<file path="src/rtl/display_pkg.sv">
// Shared constants and types for the multiplexed 7-segment display scanner.
package display_pkg;

  localparam int NIBBLE_W   = 4;
  localparam int DEF_DIGITS = 8;
  localparam int DEF_DIV    = 100000;
  localparam int DEF_GUARD  = 2000;
  localparam int IDX_W      = $clog2(8);

  typedef logic [IDX_W-1:0] digit_idx_t;

  // All anodes off (active-low) for a bank of 'digits' digits, low bits used.
  function automatic logic [7:0] an_off(input int digits);
    return 8'((16'd1 << digits) - 16'd1);
  endfunction

endpackage

</file>
<file path="src/rtl/scan_prescaler.sv">
// Slot prescaler: counts DIV clocks per scan slot, flags the last cycle of a
// slot (tick) and the leading anti-ghosting window (guard).
module scan_prescaler
  import display_pkg::*;
#(
  parameter int DIV   = DEF_DIV,
  parameter int GUARD = DEF_GUARD
) (
  input  logic clk,
  input  logic rst_n,
  output logic tick,
  output logic guard
);

  localparam int CNT_W = (DIV > 1) ? $clog2(DIV) : 1;

  logic [CNT_W-1:0] cnt_q;
  logic [CNT_W-1:0] cnt_d;

  always_comb begin
    tick  = (cnt_q == CNT_W'(DIV - 1));
    guard = (cnt_q < CNT_W'(GUARD));
    cnt_d = tick ? '0 : cnt_q + CNT_W'(1);
  end

  always_ff @(posedge clk or negedge rst_n) begin
    if (!rst_n) begin
      cnt_q <= '0;
    end else begin
      cnt_q <= cnt_d;
    end
  end

endmodule

</file>
<file path="src/rtl/display_scan.sv">
// Time-multiplexed common-anode digit scanner: per-slot digit select, shadowed
// display value, per-digit blanking, leading-zero suppression and guard time.
module display_scan
  import display_pkg::*;
#(
  parameter int DIGITS = DEF_DIGITS,
  parameter int DIV    = DEF_DIV,
  parameter int GUARD  = DEF_GUARD
) (
  input  logic                         clk,
  input  logic                         rst_n,
  input  logic [NIBBLE_W*DIGITS-1:0]   data_in,
  input  logic                         load,
  input  logic [DIGITS-1:0]            blank_mask,
  input  logic                         lz_blank,
  output logic [NIBBLE_W-1:0]          hex_out,
  output logic [DIGITS-1:0]            an,
  output logic                         frame_done
);

  localparam logic [DIGITS-1:0] AN_OFF = DIGITS'(an_off(DIGITS));

  logic                        slot_tick;
  logic                        slot_guard;

  digit_idx_t                  idx_q, idx_d;
  logic [NIBBLE_W*DIGITS-1:0]  sh_q, sh_d;
  logic [NIBBLE_W-1:0]         hex_q, hex_d;
  logic [DIGITS-1:0]           an_q, an_d;
  logic                        frame_q, frame_d;

  logic [DIGITS-1:0]           zero_above;
  logic [DIGITS-1:0]           dark;
  logic                        zero_run;
  logic                        last_digit;

  scan_prescaler #(
    .DIV   (DIV),
    .GUARD (GUARD)
  ) u_prescaler (
    .clk   (clk),
    .rst_n (rst_n),
    .tick  (slot_tick),
    .guard (slot_guard)
  );

  // zero_above[i]: nibbles i..DIGITS-1 of the shadow value are all zero.
  always_comb begin
    zero_run   = 1'b1;
    zero_above = '0;
    dark       = '0;
    for (int i = DIGITS - 1; i >= 0; i--) begin
      zero_run      = zero_run & (sh_q[NIBBLE_W*i +: NIBBLE_W] == '0);
      zero_above[i] = zero_run;
    end
    for (int i = 0; i < DIGITS; i++) begin
      dark[i] = blank_mask[i] | (lz_blank & (i > 0) & zero_above[i]);
    end
  end

  always_comb begin
    last_digit = (idx_q == digit_idx_t'(DIGITS - 1));
    idx_d      = idx_q;
    if (slot_tick) begin
      idx_d = last_digit ? '0 : idx_q + digit_idx_t'(1);
    end

    sh_d = load ? data_in : sh_q;

    // Outputs reflect pre-edge state, so they lag the slot counters by one cycle.
    hex_d = '0;
    an_d  = AN_OFF;
    for (int i = 0; i < DIGITS; i++) begin
      if (idx_q == digit_idx_t'(i)) begin
        hex_d = sh_q[NIBBLE_W*i +: NIBBLE_W];
        if (!slot_guard && !dark[i]) begin
          an_d[i] = 1'b0;
        end
      end
    end

    frame_d = slot_tick & last_digit;
  end

  always_ff @(posedge clk or negedge rst_n) begin
    if (!rst_n) begin
      idx_q   <= '0;
      sh_q    <= '0;
      hex_q   <= '0;
      an_q    <= AN_OFF;
      frame_q <= 1'b0;
    end else begin
      idx_q   <= idx_d;
      sh_q    <= sh_d;
      hex_q   <= hex_d;
      an_q    <= an_d;
      frame_q <= frame_d;
    end
  end

  assign hex_out    = hex_q;
  assign an         = an_q;
  assign frame_done = frame_q;

endmodule

</file>
<file path="config.mk">
export PLATFORM = sky130hd
export DESIGN_NAME = display_scan
export DESIGN_NICKNAME = d
export VERILOG_FILES = /design/src/rtl/display_pkg.sv /design/src/rtl/scan_prescaler.sv /design/src/rtl/display_scan.sv
export SDC_FILE = /design/constraint.sdc
export NUM_CORES = 1
export LEC_CHECK = 0
export CAP_MARGIN = 10
export CORE_MARGIN = 2
export CORE_UTILIZATION = 50
export DETAILED_ROUTE_END_ITERATION = 8
export PLACE_DENSITY = 0.89
export SLEW_MARGIN = 20
export SYNTH_ARGS = -nofsm -noshare
export SYNTH_HDL_FRONTEND = slang
export SYNTH_SLANG_ARGS = --single-unit
</file>
<file path="constraint.sdc">
create_clock -name clk -period 3 [get_ports clk]
set_clock_uncertainty 0.1 [all_clocks]
set_input_delay 0.6 -clock clk [delete_from_list [all_inputs] [get_ports clk]]
set_output_delay 0.6 -clock clk [all_outputs]
set_load 0.02 [all_outputs]
</file>
Word-level counts from Yosys, hierarchy flattened
Cells that the tools add are included.

Register bits after elaboration: 65. Input port bits: 44. Output and inout bits: 13.

Add/sub/neg operators: 2. $lt $le $gt $ge: 1. Equality and inequality tests: 8. Multiplexer cells: 26. Bitwise gates (word level): 21. Reductions and logical operators: 25.

Operator list (count): $mux 4 (8); $logic_not 4->1 (7); $add 17x1->17 const B (1); $eq 17x17->1 const B (1); $lt 17x11->1 const B (1); $mux 17 (1); $mux 1 (16); $and 1x1->1 (14); $eq 3x3->1 const B (4); $logic_not 1->1 (9); $logic_and 1x1->1 (8); $or 1x1->1 (7); $eq 3x2->1 const B (2); $add 3x1->3 const B (1); $eq 3x1->1 const B (1); $logic_not 3->1 (1); $mux 3 (1).

Logic depth before layout (Yosys ltp)
Gate-level depths: netlist (run 1).

Depth in word-level cells: 13. Gate-level depth with buffers: 8.

Modules after synthesis
Synthesis (run 1) repeated with hierarchy kept, for this count alone.

Cells, all modules: 276. Area total of the unflattened synthesis: 3160.5 µm².

By module, submodules not included: display_scan (instances 1, cells an instance 196, area an instance 2303.5 µm², sequential area each 1211.2 µm²); scan_prescaler (instances 1, cells an instance 80, area an instance 857.1 µm², sequential area each 425.4 µm²).

Least setup slack after synthesis (run 1)
OpenSTA, ideal clock, no wires.

Kind: register to register. Start: register u_prescaler.cnt_q[11]. End: register u_prescaler.cnt_q[1]. Library setup time: 0.119 ns. Arrival time: 1.719 ns. Required time: 2.781 ns. Setup slack: 1.062 ns. Cell stages (with the launch flop): 5. Buffers on the path: 1. Clock period less this slack: 1.938 ns. Cell sequence: dfrtp_1 > or4_4 > or4_1 > buf_2 > and2_1.

Longest elaborated chain between the ends: 2.

RTL lines: from (decl) (RTL line scan_prescaler.sv:17) `logic [CNT_W-1:0] cnt_q;`; from (signal assigned) (RTL line scan_prescaler.sv:30) `cnt_q <= cnt_d;`; $eq 17x17->1 (RTL line scan_prescaler.sv:21) `tick = (cnt_q == CNT_W'(DIV - 1));`; $mux 17 (RTL line scan_prescaler.sv:23) `cnt_d = tick ? '0 : cnt_q + CNT_W'(1);`; named net u_prescaler.cnt_d[1] (RTL line scan_prescaler.sv:18) `logic [CNT_W-1:0] cnt_d;`.

The timed path passes the listed nets, and every way through them passes these cells. A chain may end at the register's enable or synchronous reset.

Final worst setup path (run 1)
Start: register an_q[0] (netlist: an[0]). End: output port an[0].

RTL lines: from (decl) (RTL line display_scan.sv:29) `logic [DIGITS-1:0] an_q, an_d;`; from (signal assigned) (RTL line display_scan.sv:96) `an_q <= an_d;`; to (decl) (RTL line display_scan.sv:17) `output logic [DIGITS-1:0] an,`.

No word-level cell between the ends.

==> results of run 1 <==
## stage by stage
| stage | area (sq um) | util |
|---|---|---|
| global placement | 3739 | 0.6277 |
| floorplan | 3100 | - |
| global route | 3928 | 0.6595 |
| CTS | 3928 | 0.6595 |
| finish | 3928 | 0.6595 |
| detailed placement | 3739 | 0.6277 |
## sequential cells by signal, indices dropped and copies added, names as in the netlist
signal	flops
u_prescaler.cnt_q	17
sh_q	32
frame_done	1
hex_out	4
idx_q	3
an	8
## power by group through the flow
stage	Sequential [mW]	Combinational (mW)	Clock, mW
3_3_place_gp	0.978	0.173	0
5_1_grt	0.970	0.196	0.760
3_5_place_dp	0.980	0.178	0
6_report	0.967	0.180	0.718
4_1_cts	0.965	0.181	0.726
2_1_floorplan	0.972	0.0716	0
## cells by family (layout without fill, tap and decap cells)
family	Yosys count	after routing	share of synthesized area
compound gates	43	43	0.08999
mux	29	29	0.1049
simple gates	108	108	0.1856
buf+inv	24	87	0.02946
fa+ha+maj	7	7	0.02825
flops	65	65	0.5278
xor+xnor	12	12	0.03390
## synth_stat cells
library cell  count
o21ai_1           1
mux2_2           28
inv_1            12
buf_2             1
nor3_1            3
xnor2_1           9
or4bb_1           1
mux2i_1           1
o311ai_1          1
o21ai_0           8
or4_1             5
and2_1            3
or4b_2            1
a2111oi_0         2
or4_2             1
nor2b_1           6
xor2_1            3
o2111ai_1         2
nand2b_1          3
nand4_1           4
o211ai_2          2
dfstp_2           8
and4_1            2
ha_1              7
nor4_1            5
clkbuf_1          9
buf_1             2
nand4b_1          4
dfrtp_1          57
a221oi_1          4
o31ai_1           1
and3_1            1
nor4_2            1
nand2_1          29
nand3_1          13
or4_4             1
o22ai_1           4
nor2_1           22
nand3b_1          3
a21oi_1          14
a31oi_1           2
a21o_1            2
## final cells by class
cell class | instances | share of cell area
Multi-Input combinational cell | 199 | 0.3495
Timing Repair Buffer | 59 | 0.1504
Tap cell | 75 | 0.02389
Clock buffer | 13 | 0.03791
Sequential cell | 65 | 0.4167
Clock inverter | 3 | 0.01019
Inverter | 12 | 0.01147
## worst max path at each step
| stage | startpoint | endpoint | slack [ns] | depth (start not counted) |
|---|---|---|---|---|
| 2_1_floorplan | u_prescaler.cnt_q[11] | u_prescaler.cnt_q[1] | 1.06 | 4 |
| 3_3_place_gp | u_prescaler.cnt_q[11] | u_prescaler.cnt_q[1] | 0.94 | 3 |
| 3_5_place_dp | u_prescaler.cnt_q[11] | u_prescaler.cnt_q[15] | 0.91 | 4 |
| 4_1_cts | an[0] | an[0] | 0.82 | 1 |
| 5_1_grt | idx_q[1] | hex_out[0] | 0.67 | 6 |
| 6_report | an[0] | an[0] | 0.83 | 1 |
## per-layer routing
| metal | vias up | track usage | routed length [um] | share of wire |
|---|---|---|---|---|
| li1 | 1150 | - | - | - |
| met1 | 1226 | 0.2721 | 2894 | 0.40 |
| met2 | 132 | 0.3694 | 3451 | 0.47 |
| met3 | 36 | 0.07826 | 685 | 0.094 |
| met4 | 0 | 0.1246 | 275 | 0.038 |
| met5 | - | 0 | 0 | 0 |
==> flow_summary_export.csv, run 1 <==
group,metric,value,unit
clock_network,cts_buffers,9,
critical_path,crit_fanout,1,
logic_synthesis,synth_area,3100,sq um
critical_path,cp-start-kind,"flip-flop",
clock_network,htree_num_levels,3,
critical_path,cp_slowest_cell,"clkdlybuf4s50_1",
place,dpl.hpwl,5.011,mm
place,dp_slack,0.9091,ns
route,dr.pass1.iters,6,
final_layout,area.growth.synth_to_final,26.67,%
sta,max_freq,460.3,MHz
power,p_clk_frac,0.385,
final_layout,drive_gt1_frac,0.1681,
global_routing,grt_pass1_wl,11.59,mm
final_layout,fillers,434,
sta,hold_viol,0,
logic_synthesis,synth_area_leaders,"dfrtp_1, mux2_2, dfstp_2",
clock_network,cts_tree,"built",
final_layout,final_cells,426,
floorplan,num_rows,28,
place,place_inst,410,
route,antenna_left,0,
run_status,status,"finished, final reports clean",
logic_synthesis,synth.distinct_cells,42,
logic_synthesis,ys_ff_latch,65,
sta,post-route-min-period,2.173,ns
place,gp_congestion,0.8979,
clock_network,cts-hold-fix-buffers,0,
floorplan,die_height,82.75,um
final_layout,regArea,1637,sq um
global_routing,grt_pass1_vias,2542,
route,drtIter0Drc,245,
sta,worst_pin_slew,0.7502,ns
floorplan,initial_core_util,0.5206,
clock_network,post_cts_buffers,0,
sta,finalSetupViolCount,0,
logic_synthesis,synth_fp_nets,339,
place,portBuffers,56,
final_layout,fin_nets,397,
worst_hold_path,worstHoldPathType,"primary input to async pin",
clock_network,ctsRootBufferMaster,"clkbuf_8",
route,via_per_inst,5.972,
final_layout,final_common_cell,"dfrtp_1",
critical_path,reg2regPathDepth,6,
route,route.detailed.drc,0,
sta,whs,0.1960,ns
power,power_density,475.0,nW/um^2
power,finalPower,1.865,mW
floorplan,io_pins,57,
route,wire_per_inst,17.15,um
power,p_switching,0.4269,mW
power,combPwrFrac,0.096,
critical_path,r2r_end,"hex_out[0]",
critical_path,crit_type,"flip-flop to output port",
sta,finalMaxSlewViolations,0,
sta,tns,0,ns
logic_synthesis,synth_top_cell_by_area,"dfrtp_1",
critical_path,endpoint_kind,"output port",
critical_path,critPathTopFamily,"buffers and inverters",
logic_synthesis,synth.yosys.warnings,0,
final_layout,final_cell_mix,"dfrtp_1, clkdlybuf4s50_1, nand2_1",
floorplan,die-area,6847,sq um
clock_network,cts.sinks,65,
clock_network,cts-resized-gates,0,
sta,relSlewSlack,0.4957,
critical_path,cp_data_arrival_time,1.47,ns
logic_synthesis,synth_top_area_share,0.4600,
critical_path,path_buf_inv,1,
global_routing,grt_max_degree,37,
power,p_int,1.439,mW
sta,rsz0062_at_grt,"no",
clock_network,clock_latency,0.34,ns
critical_path,r2r_slack,0.84,ns
logic_synthesis,avgSynthCellArea,10.77,sq um
global_routing,overflow,0,
run,drv_cap,0,
critical_path,crit_chain,"clkdlybuf4s50_1",
clock_network,cts_max_path_buffers,2,
logic_synthesis,netlist_instances,288,
sta,worst_slack,0.8274,ns
clock_network,path_clk_slew,0.07,ns
route,num_vias,2544,
route,wl,7.307,mm
floorplan,core,5956,sq um
global_routing,antenna_found_initial,0,
final_layout,multiInputGateArea,1373,sq um
floorplan,die_w,82.75,um
power,ir_drop,0.2957,mV
critical_path,max_stage_delay,0.60,ns
power,swShare,0.2288,
power,p_seq_frac,0.518,
logic_synthesis,seq_area_frac_synth,0.5278,
critical_path,reg2reg_from,"idx_q[1]",
final_layout,antenna_cells,0,
sta,period_share,0.7242,
power,power_leakage,1.597,nW
global_routing,grtUsageTotal,0.2302,
critical_path,critPathRequiredTime,2.30,ns
Note: power is estimated with default switching activity, not from simulation.
==> run 2: changes to the inputs <==
--- a/config.mk
+++ b/config.mk
@@ -7,9 +7,9 @@
 export LEC_CHECK = 0
 export CAP_MARGIN = 10
 export CORE_MARGIN = 2
-export CORE_UTILIZATION = 50
+export CORE_UTILIZATION = 47
 export DETAILED_ROUTE_END_ITERATION = 8
-export PLACE_DENSITY = 0.89
+export PLACE_DENSITY = 0.88
 export SLEW_MARGIN = 20
 export SYNTH_ARGS = -nofsm -noshare
 export SYNTH_HDL_FRONTEND = slang
==> constraint.sdc (replaced) <==
create_clock -name clk -period 1.9 [get_ports clk]
set_clock_uncertainty 0.1 [all_clocks]
set_input_delay 0.38 -clock clk [delete_from_list [all_inputs] [get_ports clk]]
set_output_delay 0.38 -clock clk [all_outputs]
set_load 0.02 [all_outputs]
==> flow_summary_export.csv, run 2 (same netlist as run 1, synthesis figures left out) <==
group,metric,value,unit
run_status,status,"finished with violations",
run_status,failed_checks,"negative setup slack",
power,p_int,2.451,mW
global_routing,grtUsageTotal,0.2173,
power,combPwrFrac,0.091,
sta,finalSetupViolCount,2,
clock_network,cts_buffers,9,
critical_path,cp_slowest_cell,"or4bb_4",
clock_network,cts_max_path_buffers,2,
power,swShare,0.2280,
floorplan,initial_core_util,0.4883,
place,dp_slack,0.01230,ns
route,dr.pass1.iters,4,
worst_hold_path,whs_path_depth,1,
global_routing,grt_pass1_wl,12.23,mm
route,wire_per_inst,16.53,um
global_routing,grt_max_degree,66,
sta,worst_pin_slew,0.4082,ns
route,drtIter0Drc,184,
power,power_leakage,1.714,nW
route,wl,7.423,mm
critical_path,endpoint_kind,"flip-flop",
sta,worst_slack,-0.009784,ns
clock_network,htree_num_levels,3,
clock_network,ctsRootBufferMaster,"clkbuf_8",
power,p_switching,0.7238,mW
sta,relSlewSlack,0.7208,
route,num_vias,2525,
floorplan,die-area,7262,sq um
final_layout,drive_gt1_frac,0.2446,
final_layout,largest_register,"sh_q",
run,drv_cap,0,
place,dpl.hpwl,5.226,mm
place,dpl_cell_area,3892,sq um
power,p_clk_frac,0.428,
route,route.detailed.drc,0,
clock_network,cts_tree,"built",
final_layout,fin_area,4179,sq um
global_routing,antenna_found_initial,0,
sta,max_freq,523.6,MHz
sta,hold_viol,0,
final_layout,largest_reg_flops,32,
final_layout,area.growth.synth_to_final,34.79,%
critical_path,critPathRequiredTime,2.02,ns
power,p_seq_frac,0.481,
place,gp_congestion,0.9234,
final_layout,fillers,437,
critical_path,cp_data_arrival_time,2.03,ns
final_layout,final_cell_mix,"dfrtp_1, clkdlybuf4s50_1, nand2_1",
floorplan,io_pins,57,
sta,period_share,1.005,
worst_hold_path,worstHoldPathType,"flip-flop to flip-flop",
global_routing,overflow,0,
place,portBuffers,56,
global_routing,grt_pass1_vias,2614,
floorplan,die_height,85.22,um
sta,post-route-min-period,1.910,ns
critical_path,crit_fanout,6,
power,ir_drop,0.5902,mV
critical_path,reg2regPathDepth,4,
floorplan,core,6350,sq um
route,via_per_inst,5.624,
clock_network,clock_latency,0.35,ns
critical_path,cp-start-kind,"flip-flop",
critical_path,crit_chain,"or4bb_4, or4_4, o211ai_2, nand3_1",
floorplan,die_w,85.22,um
sta,finalMaxSlewViolations,0,
clock_network,cts.sinks,65,
critical_path,crit_type,"flip-flop to flip-flop",
sta,whs,0.4280,ns
power,power_density,759.8,nW/um^2
final_layout,final_common_cell,"dfrtp_1",
final_layout,antenna_cells,0,
floorplan,num_rows,29,
critical_path,max_stage_delay,0.56,ns
sta,rsz0062_at_grt,"yes",
clock_network,path_clk_slew,0.07,ns
final_layout,fin_nets,418,
route,antenna_left,0,
run 2: changes by cell type in the layout (fill, tap and decap cells not counted), moves of 2 or more:
cell	before	now
buf_4	2	20
clkdlybuf4s50_1	55	47
ha_2	0	2
dlygate4sd2_1	0	8
clkbuf_1	3	1
or4_1	5	3
or4_4	1	3
clkinv_2	2	0
ha_1	7	5
run 2: area by class of cell:
class                   count  area [sq um]  area share
clock buffers              12         155.1     0.03713
flip-flops and latches     65          1637      0.3916
repair buffers             80         757.0      0.1811
inverters                  12         45.04     0.01078
well taps                  77         96.34     0.02305
multi-input cells         199          1413      0.3380
clock inverters             4         76.32     0.01826
run 2: path summary, 6_finish.rpt:
path	from	endpoint	slack (ns)
max in group asynchronous	rst_n	an[7]	0.93
min in group asynchronous	rst_n	sh_q[21]	0.47
setup reg to reg	u_prescaler.cnt_q[8]	u_prescaler.cnt_q[10]	-0.01
setup / recovery	u_prescaler.cnt_q[8]	u_prescaler.cnt_q[10]	-0.01
hold / removal	sh_q[0]	sh_q[0]	0.43
hold reg to reg	sh_q[0]	sh_q[0]	0.43
run 2: per-layer routing:
metal	vias up	track usage	share of wire
li1	1179	-	-
met1	1230	0.2653	0.40
met2	96	0.3615	0.50
met3	20	0.04961	0.067
met4	0	0.1097	0.027
met5	-	0	0
run 2: power groups by stage:
stage	sequential, mW	clock (mW)	combinational, mW
after floorplan	1.53	0	0.113
after global placement	1.54	0	0.277
after detailed placement	1.55	0	0.286
after CTS	1.52	1.38	0.290
after global routing	1.53	1.43	0.315
final	1.53	1.36	0.288
run 2: through the flow:
step	utilization	instances	setup TNS [ns]	power, mW
6_report	0.6581	449	-0.01275	3.175
2_1_floorplan	-	288	-0.0007384	1.647
3_3_place_gp	0.6130	430	0	1.822
5_1_grt	0.6581	449	-0.1784	3.283
3_5_place_dp	0.6130	430	0	1.833
4_1_cts	0.6506	448	-0.001368	3.193
run 2: worst max-delay path, delay by kind of cell (launching register included):
| kind | cells | cell delay (ns) |
|---|---|---|
| AND/OR/NAND/NOR | 3 | 1.20 |
| AO/OA/AOI/OAI | 1 | 0.10 |
| flip-flops | 1 | 0.39 |
run 2: what timing repair did:
action | 4_1_cts | 5_1_grt
hold buffers | 1 | 0
setup endpoints to repair | 10 | 15
pin swaps | 2 | 1
hold endpoints to repair | 57 | 0
gates resized for setup | 8 | 12
setup buffers | 1 | 1
==> run 3: changes to the inputs <==
--- a/config.mk
+++ b/config.mk
@@ -9,6 +9,7 @@
 export CORE_MARGIN = 2
 export CORE_UTILIZATION = 47
 export DETAILED_ROUTE_END_ITERATION = 8
+export GPL_ROUTABILITY_DRIVEN = 1
 export PLACE_DENSITY = 0.88
 export SLEW_MARGIN = 20
 export SYNTH_ARGS = -nofsm -noshare
==> results of run 3 <==
Final layout, timing and power as in run 2 (identical DEF).
